`config.mk`:
```
export PLATFORM = sky130hd
export DESIGN_NAME = fetch_sequencer
export DESIGN_NICKNAME = d
export VERILOG_FILES = /design/src/rtl/fetch_sequencer.sv
export SDC_FILE = /design/constraint.sdc
export NUM_CORES = 1
export LEC_CHECK = 0
export ABC_AREA = 0
export CORE_ASPECT_RATIO = 1.2
export CORE_MARGIN = 10
export CORE_UTILIZATION = 44
export CTS_CLUSTER_DIAMETER = 200
export DETAILED_ROUTE_END_ITERATION = 7
export MAX_ROUTING_LAYER = met4
export PLACE_DENSITY = 0.79
export SETUP_SLACK_MARGIN = 0.5
export SLEW_MARGIN = 30
export SYNTH_ARGS = -nofsm -noshare
export SYNTH_HDL_FRONTEND = slang
export SYNTH_SLANG_ARGS = --single-unit
```
`constraint.sdc`:
```
create_clock -name clk -period 2.5 [get_ports clk]
set_input_delay 0.25 -clock clk [delete_from_list [all_inputs] [get_ports clk]]
set_output_delay 0.25 -clock clk [all_outputs]
set_load 0.01 [all_outputs]
```
`src/rtl/fetch_sequencer.sv`:
```
// Instruction fetch/issue unit: drives the synchronous imem read port and presents instructions.
// Define INSTR_COUNT_EN to add the retired_count output and its counter.
module fetch_sequencer #(
   parameter int unsigned ADDR_W  = 10,
   parameter int unsigned INSTR_W = 24
) (
   input  logic               clk,
   input  logic               reset,
   input  logic               start,
   input  logic               stall,
   input  logic               pc_src,
   input  logic [ADDR_W-1:0]  branch_target,
   input  logic               finish,
   output logic               imem_rd,
   output logic [ADDR_W-1:0]  imem_addr,
   input  logic [INSTR_W-1:0] imem_data,
   output logic [INSTR_W-1:0] instr,
   output logic [5:0]         opcode,
   output logic               instr_valid,
   output logic [ADDR_W-1:0]  pc,
   output logic               busy,
   output logic               done
`ifdef INSTR_COUNT_EN
   ,
   output logic [31:0]        retired_count
`endif
);

   typedef enum logic [1:0] {StIdle, StFill, StRun, StHalt} state_e;

   state_e               state_q, state_d;
   logic [ADDR_W-1:0]    fpc_q, fpc_d;
   logic [ADDR_W-1:0]    ipc_q, ipc_d;
   logic                 pend_q, pend_d;
   logic [INSTR_W-1:0]   instr_q, instr_d;
   logic [ADDR_W-1:0]    pc_q, pc_d;
   logic                 valid_q, valid_d;
   logic                 done_q, done_d;

   always_ff @(posedge clk or negedge reset) begin
      if (!reset) begin
         state_q <= StIdle;
         fpc_q   <= '0;
         ipc_q   <= '0;
         pend_q  <= 1'b0;
         instr_q <= '0;
         pc_q    <= '0;
         valid_q <= 1'b0;
         done_q  <= 1'b0;
      end else begin
         state_q <= state_d;
         fpc_q   <= fpc_d;
         ipc_q   <= ipc_d;
         pend_q  <= pend_d;
         instr_q <= instr_d;
         pc_q    <= pc_d;
         valid_q <= valid_d;
         done_q  <= done_d;
      end
   end

   always_comb begin
      state_d = state_q;
      fpc_d   = fpc_q;
      ipc_d   = ipc_q;
      pend_d  = pend_q;
      instr_d = instr_q;
      pc_d    = pc_q;
      valid_d = valid_q;
      done_d  = done_q;
      imem_rd = 1'b0;
      case (state_q)
         StIdle, StHalt: begin
            if (start) begin
               state_d = StFill;
               fpc_d   = '0;
               done_d  = 1'b0;
            end
         end
         StFill, StRun: begin
            if (!stall) begin
               if (valid_q && finish) begin
                  state_d = StHalt;
                  pend_d  = 1'b0;
                  valid_d = 1'b0;
                  done_d  = 1'b1;
               end else if (valid_q && pc_src) begin
                  // Drop the in-flight fetch; the target is issued next cycle.
                  fpc_d   = branch_target;
                  pend_d  = 1'b0;
                  valid_d = 1'b0;
               end else begin
                  imem_rd = 1'b1;
                  ipc_d   = fpc_q;
                  fpc_d   = fpc_q + ADDR_W'(1);
                  pend_d  = 1'b1;
                  state_d = StRun;
                  if (state_q == StRun) begin
                     if (pend_q) begin
                        instr_d = imem_data;
                        pc_d    = ipc_q;
                        valid_d = 1'b1;
                     end else begin
                        valid_d = 1'b0;
                     end
                  end
               end
            end
         end
         default: state_d = StIdle;
      endcase
   end

   assign imem_addr   = fpc_q;
   assign instr       = instr_q;
   assign opcode      = instr_q[INSTR_W-1 -: 6];
   assign instr_valid = valid_q;
   assign pc          = pc_q;
   assign busy        = (state_q == StFill) || (state_q == StRun);
   assign done        = done_q;

`ifdef INSTR_COUNT_EN
   logic [31:0] cnt_q;
   logic        start_acc;
   logic        retire;

   assign start_acc = start && ((state_q == StIdle) || (state_q == StHalt));
   assign retire    = busy && !stall && valid_q;

   always_ff @(posedge clk or negedge reset) begin
      if (!reset) begin
         cnt_q <= '0;
      end else if (start_acc) begin
         cnt_q <= '0;
      end else if (retire) begin
         cnt_q <= cnt_q + 32'd1;
      end
   end

   assign retired_count = cnt_q;
`endif

endmodule

```
Word-level counts from Yosys, hierarchy flattened

Index checks and enable logic that the tools add are counted.
Widths: inputs -> output; s select.

Register bits: 59
Input bits: 40
Output and inout bits: 54
Word-level logic and storage cells: 56

Add/subtract/negate cells: 1
Equality and inequality tests: 8
Muxes and demuxes: 22
Bitwise logic cells: 3
Reductions and logical operators: 14

Operators by type and width:

| kind                  | count |
|---|---|
| $mux 10               | 4 |
| $pmux 10 s2           | 1 |
| $reduce_and 3->1      | 4 |
| $mux 1                | 11 |
| $add 10x1->10 const B | 1 |
| $mux 2                | 4 |
| $ne 2x2->1 const B    | 4 |
| $reduce_and 6->1      | 1 |
| $eq 2x2->1 const B    | 2 |
| $pmux 2 s2            | 1 |
| $reduce_and 4->1      | 1 |
| $reduce_or 2->1       | 2 |
| $ne 3x3->1 const B    | 1 |
| $not 1->1             | 3 |
| $reduce_bool 3->1     | 1 |
| $eq 2x1->1 const B    | 1 |
| $logic_and 1x1->1     | 2 |
| $logic_not 2->1       | 1 |
| $pmux 1 s2            | 1 |
| $reduce_and 2->1      | 1 |
| $logic_or 1x1->1      | 1 |

Logic depth before layout (Yosys ltp)

Gate-level depths: netlist of run 1.

Word-level depth: 5
Gate-level depth with buffers: 9
Depth with buffers taken out: 7

Least setup slack after synthesis of run 1

No wires, ideal clock.

Kind: register to register
Start point: register state_q[0]
End point: register fpc_q[8] (netlist: imem_addr[8])
Arrival: 1589 ps
Required time: 2373 ps
Slack: 785 ps
Cell stages (with the launch flop): 8
Period minus slack after synthesis: 1715 ps
Cells stage by stage: dfrtp_1 inv_1 ha_1 clkbuf_1 a211oi_1 a21oi_1 a32oi_1 nand3_1

Cells in the longest elaborated chain, start to end: 4
Elaborated cells between the ends (all ways): 11

Ends and longest elaborated chain:

| item                               | RTL line | source |
|---|---|---|
| from (decl)                        | 31       | `state_e state_q, state_d;` |
| from (signal assigned)             | 42       | `state_q <= StIdle;` |
| from (signal assigned)             | 51       | `state_q <= state_d;` |
| $eq 2x2->1 (tied with other cells) | 72       | `case (state_q)` |
| $reduce_or 2->1                    | 72       |  |
| $ne 2x2->1 (no source line)        | n/a      |  |
| $reduce_and 3->1 (no source line)  | n/a      |  |
| to (signal assigned)               | 52       | `fpc_q <= fpc_d;` |
| to (decl)                          | 32       | `logic [ADDR_W-1:0] fpc_q, fpc_d;` |

Parallel ways exist; a longest one is shown, timed or not.
A chain may end at the register's enable or synchronous reset.

Final worst setup path of run 1

Start point: register state_q[0]
End point: output port imem_rd

Cells in the longest elaborated chain, start to end: 3
Elaborated cells between the ends (all ways): 4

Ends and longest elaborated chain:

| item                                     | RTL line | source |
|---|---|---|
| $eq 2x2->1 or $eq 2x1->1 (tied branches) | 72       |  |
| $reduce_or 2->1 *                        | 72       |  |
| $mux 1 *                                 | 72       |  |
| to (decl)                                | 14       | `output logic imem_rd,` |

Mark *: on every way between the ends. The rest lies on a longest branch, timed or not.

==> metrics.yaml, run 1 <==
cts_max_level: 3
design_area_mm2: 0.00380
drt-initial-drc-count: 69
synthTopCellsByArea: "dfrtp_1 57%, mux2_2 14%, nand2_1 5.5%"
start_util: 0.455
setup_viol_count_final: 0
finalMaxSlewViolations: 0
vias: 2084
post_dp_cell_area_mm2: 0.00357
clock_latency_ps: 330
grt_max_degree: 35
slew_headroom: 0.550
synth_edf_count: 0
first_pass_iters: 4
ys.flop_type: "dfrtp_1"
hold_path_class: "reg2reg"
synth_top_cell_by_area: "dfrtp_1"
dp_hpwl_mm: 5.07
chipHeight_um: 104
finClkSkew_ps: 8.94
antenna_cells: 0
power_density_mw_per_mm2: 1210
synth_area_mm2: 0.00260
worstPathRequired_ps: 2250
clockRootBuffer: "clkbuf_8"
clock-sinks: 59
synth_xor_area_frac: 0
antenna_found_initial: 0
tightest_slew_ps: 675
mappedNetlistNets: 269
path_clk_slew_ps: 70
synthMuxAreaShare: 0.151
die_w_um: 90.1
wl_per_cell_um: 16.7
cap_violations: 0
port_buffers: 93
route.detailed.drc: 0
grt.overflow.total: 0
synth_top_cell_area_share: 0.568
grt_first_pass_wirelength_mm: 11.4
layout_setup_ws_ps: 615
min_path_cells: 2
dieArea_mm2: 0.00939
arrival_ps: 1630
finalWirelength_mm: 6.79
outcome: "finished, final reports clean"
finalWeightedCongestion: 0.893
irDropWorstVdd_v: 0.000755
ant_nets: 0
seq_area_frac_synth: 0.568
pin_count: 94
final_nets: 365
multi_input_area_mm2: 0.00100
crit_type: "reg2out"
cp-start-kind: "register"
p_leak_nw: 1.65
period_minus_slack_ps: 1880
synth_commonest_cells: "59 x dfrtp_1, 38 x nand2_1, 32 x mux2_2"
syn_avg_cell_area_um2: 11.5
r2r_cells: 6
rsz0062_at_grt: "no"
yosysUniqueCellTypes: 38
register_area_mm2: 0.00148
area_growth_syn_to_layout_pct: 46.2
pre_cts_ws_ps: 442
synth.most_common_cell: "dfrtp_1"
period_share: 0.754
grt_usage: 0.152
finalHoldViolCount: 0
max_freq_mhz: 531
synth-compound-area-share: 0.0978
cp-end-kind: "output pin"
core_mm2: 0.00571
nFillCells: 467
synth_top_family_by_area: "multiplexers"
synthAdderAreaFrac: 0.0145
cts_buffers: 9
cts_max_path_buffers: 2
synthCells: 226
final.setup.tns_ps: 0
path_max_fanout: 8
async_flop_share: 1.00
synthSimpleGateAreaFrac: 0.114
tritoncts: "yes"
synth_seq_cells: 59
viasPerCell: 5.13
rows: 30
grt_pass1_vias: 2291
yosysWarnings: 0
drive_gt1_frac: 0.178
[what timing repair did]
item | 4_1_cts | 5_1_grt
gates resized for setup | 6 | 2
endpoints found under the setup margin | 6 | 1
hold buffers | 1 | 0
pin swaps | 0 | 1
setup buffers | 0 | 1
endpoints found under the hold margin | 30 | 0
[path summary, 6_finish.rpt]
check | endpoint | from | slack (ps)
max | imem_rd | state_q[0] | 620
min | ipc_q[7] | ipc_q[7] | 470
max reg2reg | imem_addr[9] | state_q[0] | 740
min reg2reg | ipc_q[7] | ipc_q[7] | 470
max in group asynchronous | instr[9] | reset | 1310
min in group asynchronous | instr[4] | reset | 500
[power by group]
group / switching (W) / internal (W) / total (W)
combinational: 0.000923 / 0.00114 / 0.00206
sequential: 0.000308 / 0.00137 / 0.00167
clock: 0.000342 / 0.000508 / 0.000850
[cells by family after synthesis]
group | after synthesis
simple gates | 64
flops | 59
compound gates | 41
mux | 35
buf+inv | 24
fa+ha+maj | 3
[metal layers]
layer | vias up | global-route usage | part of all wire
met4 | 0 | 0.0410 | 0.0093
li1 | 978 | - | -
met5 | - | - | 0
met2 | 96 | 0.233 | 0.46
met1 | 1003 | 0.186 | 0.47
met3 | 7 | 0.0549 | 0.064
[layout make-up]
type	count	share of cell area
repair buffers	100	0.261
multi-input cells	143	0.264
clock inverters	2	0.00922
well taps	80	0.0264
flip-flops and latches	59	0.389
clock buffers	13	0.0418
inverters	9	0.00889
[stage by stage]
step,util,power (W),std cells,hold slack [ps]
2_1_floorplan,-,0.00266,226,-45.6
3_3_place_gp,0.625,0.00365,389,328
3_5_place_dp,0.625,0.00372,389,330
4_1_cts,0.663,0.00459,405,474
5_1_grt,0.666,0.00491,406,498
6_report,0.666,0.00458,406,468
[flip-flops by register name, indices dropped and copies added (netlist names)]
| signal | flops |
|---|---|
| imem_addr | 10 |
| pend_q | 1 |
| ipc_q | 10 |
| instr_valid | 1 |
| state_q | 2 |
| pc | 10 |
| done | 1 |
| instr | 24 |
[worst max-delay path, stage by stage, from the launching register on]
cell and delay, ps:
dfrtp_1 410, inv_2 110, ha_4 240, nor2_4 110, nand2_1 80, inv_1 110, clkdlybuf4s15_1 250
[placed cells by master (no fill, tap or decap), types with 2 or more instances in the layout]
| cell | n |
|---|---|
| o21ai_0 | 12 |
| buf_4 | 5 |
| mux2_1 | 2 |
| nor2_1 | 3 |
| nand2_1 | 38 |
| nand3_1 | 7 |
| clkbuf_1 | 2 |
| nor3_1 | 4 |
| o2bb2ai_1 | 3 |
| nand4_1 | 2 |
| dfrtp_1 | 59 |
| a21oi_1 | 14 |
| clkdlybuf4s50_1 | 90 |
| mux2_2 | 32 |
| clkbuf_8 | 11 |
| nor4_1 | 2 |
| o22ai_1 | 2 |
| inv_1 | 8 |
| ha_1 | 2 |
No activity file was read; power rests on OpenSTA's default activity.
==> inputs of run 2 (changes only) <==
Settings changed: CORE_UTILIZATION 44 to 40, PLACE_DENSITY 0.79 to 0.76.
Clock period 2.5 ns to 1.7 ns, I/O delays scaled along.
==> run 2 against run 1 <==
  * Sequential power rose by 48%
  * Register-to-register slack got worse by 690 ps
  * Clock-buffer cell count fell by 3
  * Setup slack got worse by 570 ps
  * Die area rose by 7.9%
  * Combinational power rose by 120%
  * Final cell count rose by 12%
  * Core utilization rose by 5.5 points
  * Critical endpoint is now imem_addr[6]
==> metrics.yaml, run 2 (synthesis results as in run 1) <==
slew_headroom: 0.618
viasPerCell: 5.14
chipHeight_um: 108
grt_max_degree: 36
cts_max_path_buffers: 2
drt-initial-drc-count: 104
dp_hpwl_mm: 5.03
worstPathRequired_ps: 1930
tightest_slew_ps: 573
clock-sinks: 59
path_clk_slew_ps: 70
cap_violations: 0
antenna_found_initial: 0
grt_first_pass_wirelength_mm: 12.4
power_density_mw_per_mm2: 1770
hold_path_class: "in2async"
cp-start-kind: "register"
final_nets: 410
finalHoldViolCount: 0
clockRootBuffer: "clkbuf_8"
period_share: 0.973
cts_max_level: 3
clock_latency_ps: 340
period_minus_slack_ps: 1650
die_w_um: 93.6
wl_per_cell_um: 19.7
crit_type: "reg2reg"
fin_util: 0.721
final_cell_mix: "51 x dfrtp_1, 38 x clkdlybuf4s50_1, 33 x nand2_1, 33 x clkdlybuf4s15_1, 32 x mux2_4"
pin_count: 94
final_common_cell: "dfrtp_1"
core_mm2: 0.00637
drive_gt1_frac: 0.410
path_cells: "inv_2 > ha_4 > buf_6 > buf_6 > a211o_4 > nand2_4 > o21ai_1 > o2bb2ai_2"
rows: 32
path_common_cell: "buf_6"
finalWeightedCongestion: 0.908
route.detailed.drc: 0
outcome: "finished, final reports clean"
grt_pass1_vias: 2403
nFillCells: 411
dieArea_mm2: 0.0101
vias: 2342
first_pass_iters: 4
max_freq_mhz: 605
power.total_w: 0.00814
arrival_ps: 1880
path_delay_family: "compound AO/OA/AOI/OAI gates"
grt_usage: 0.160
port_buffers: 93
largest_register_ffs: 24
setup_viol_count_final: 0
irDropWorstVdd_v: 0.00143
finalMaxSlewViolations: 0
path_buf_inv: 3
finalWirelength_mm: 8.98
rsz0062_at_grt: "yes"
cp-end-kind: "register"
grt.overflow.total: 0
p_leak_nw: 2.11
antenna_cells: 0
ant_nets: 0
tritoncts: "yes"
area_growth_syn_to_layout_pct: 76.7
start_util: 0.408
max_stage_delay_ps: 400
cts_buffers: 9
finClkSkew_ps: 5.43
path_max_fanout: 6
cp_slowest_cell: "dfrtp_1"
## run 2: worst reg2reg max path, stage by stage, from the launching register on
cell and delay (ps):
dfrtp_1 400, inv_2 90, ha_4 210, buf_6 140, buf_6 110, a211o_4 290
nand2_4 90, o21ai_1 80, o2bb2ai_2 130
## run 2: path summary, 6_finish.rpt
kind                       slack, ps         start  cells after the start           end
hold reg to reg                  470      ipc_q[5]                      2      ipc_q[5]
setup reg to reg                  50    state_q[0]                      8  imem_addr[6]
max in group asynchronous        740         reset                      3   instr_valid
min in group clk                 450  imem_data[8]                      2      instr[8]
setup / recovery                  50    state_q[0]                      8  imem_addr[6]
hold / removal                   360         reset                      2      instr[4]
## run 2: area by class of cell
class | count | area [µm²] | share of cell area
clock buffer | 10 | 138 | 0.0300
clock inverter | 5 | 30.0 | 0.00654
inverter | 9 | 36.3 | 0.00791
multi-input combinational | 143 | 1290 | 0.280
sequential | 59 | 1490 | 0.324
tap | 85 | 106 | 0.0232
timing repair buffer | 145 | 1510 | 0.328
## run 2: what timing repair did
action	4_1_cts	5_1_grt
buffers inserted	23	7
resized for setup	138	78
hold buffers	1	0
endpoints found under the setup margin	113	92
hold endpoints to repair	24	0
pin swaps	9	3
gates cloned	3	2
## run 2: report_power, final
group / switching, W / internal (W)
Combinational: 0.00202 / 0.00254
Sequential: 0.000450 / 0.00202
Clock: 0.000558 / 0.000551
Total: 0.00303 / 0.00511
## run 2: metal layers
layer / global-route usage / vias up / wire [µm]
li1: - / 1070 / -
met2: 0.269 / 128 / 4550
met1: 0.175 / 1127 / 3630
met4: 0.0717 / 0 / 166
met3: 0.0395 / 17 / 640
met5: - / - / 0
## run 2: through the flow
stage | setup TNS (ps) | hold WS [ps] | setup slack (ps) | instance area, µm² | std cells
after floorplan | 0 | -126 | 115 | 2670 | 226
after global placement | -3440 | 197 | -138 | 3700 | 405
after detailed placement | -4780 | 199 | -145 | 3700 | 405
after CTS | 0 | 375 | 100 | 4280 | 447
after global routing | 0 | 413 | 21.5 | 4590 | 456
final | 0 | 357 | 46.4 | 4590 | 456
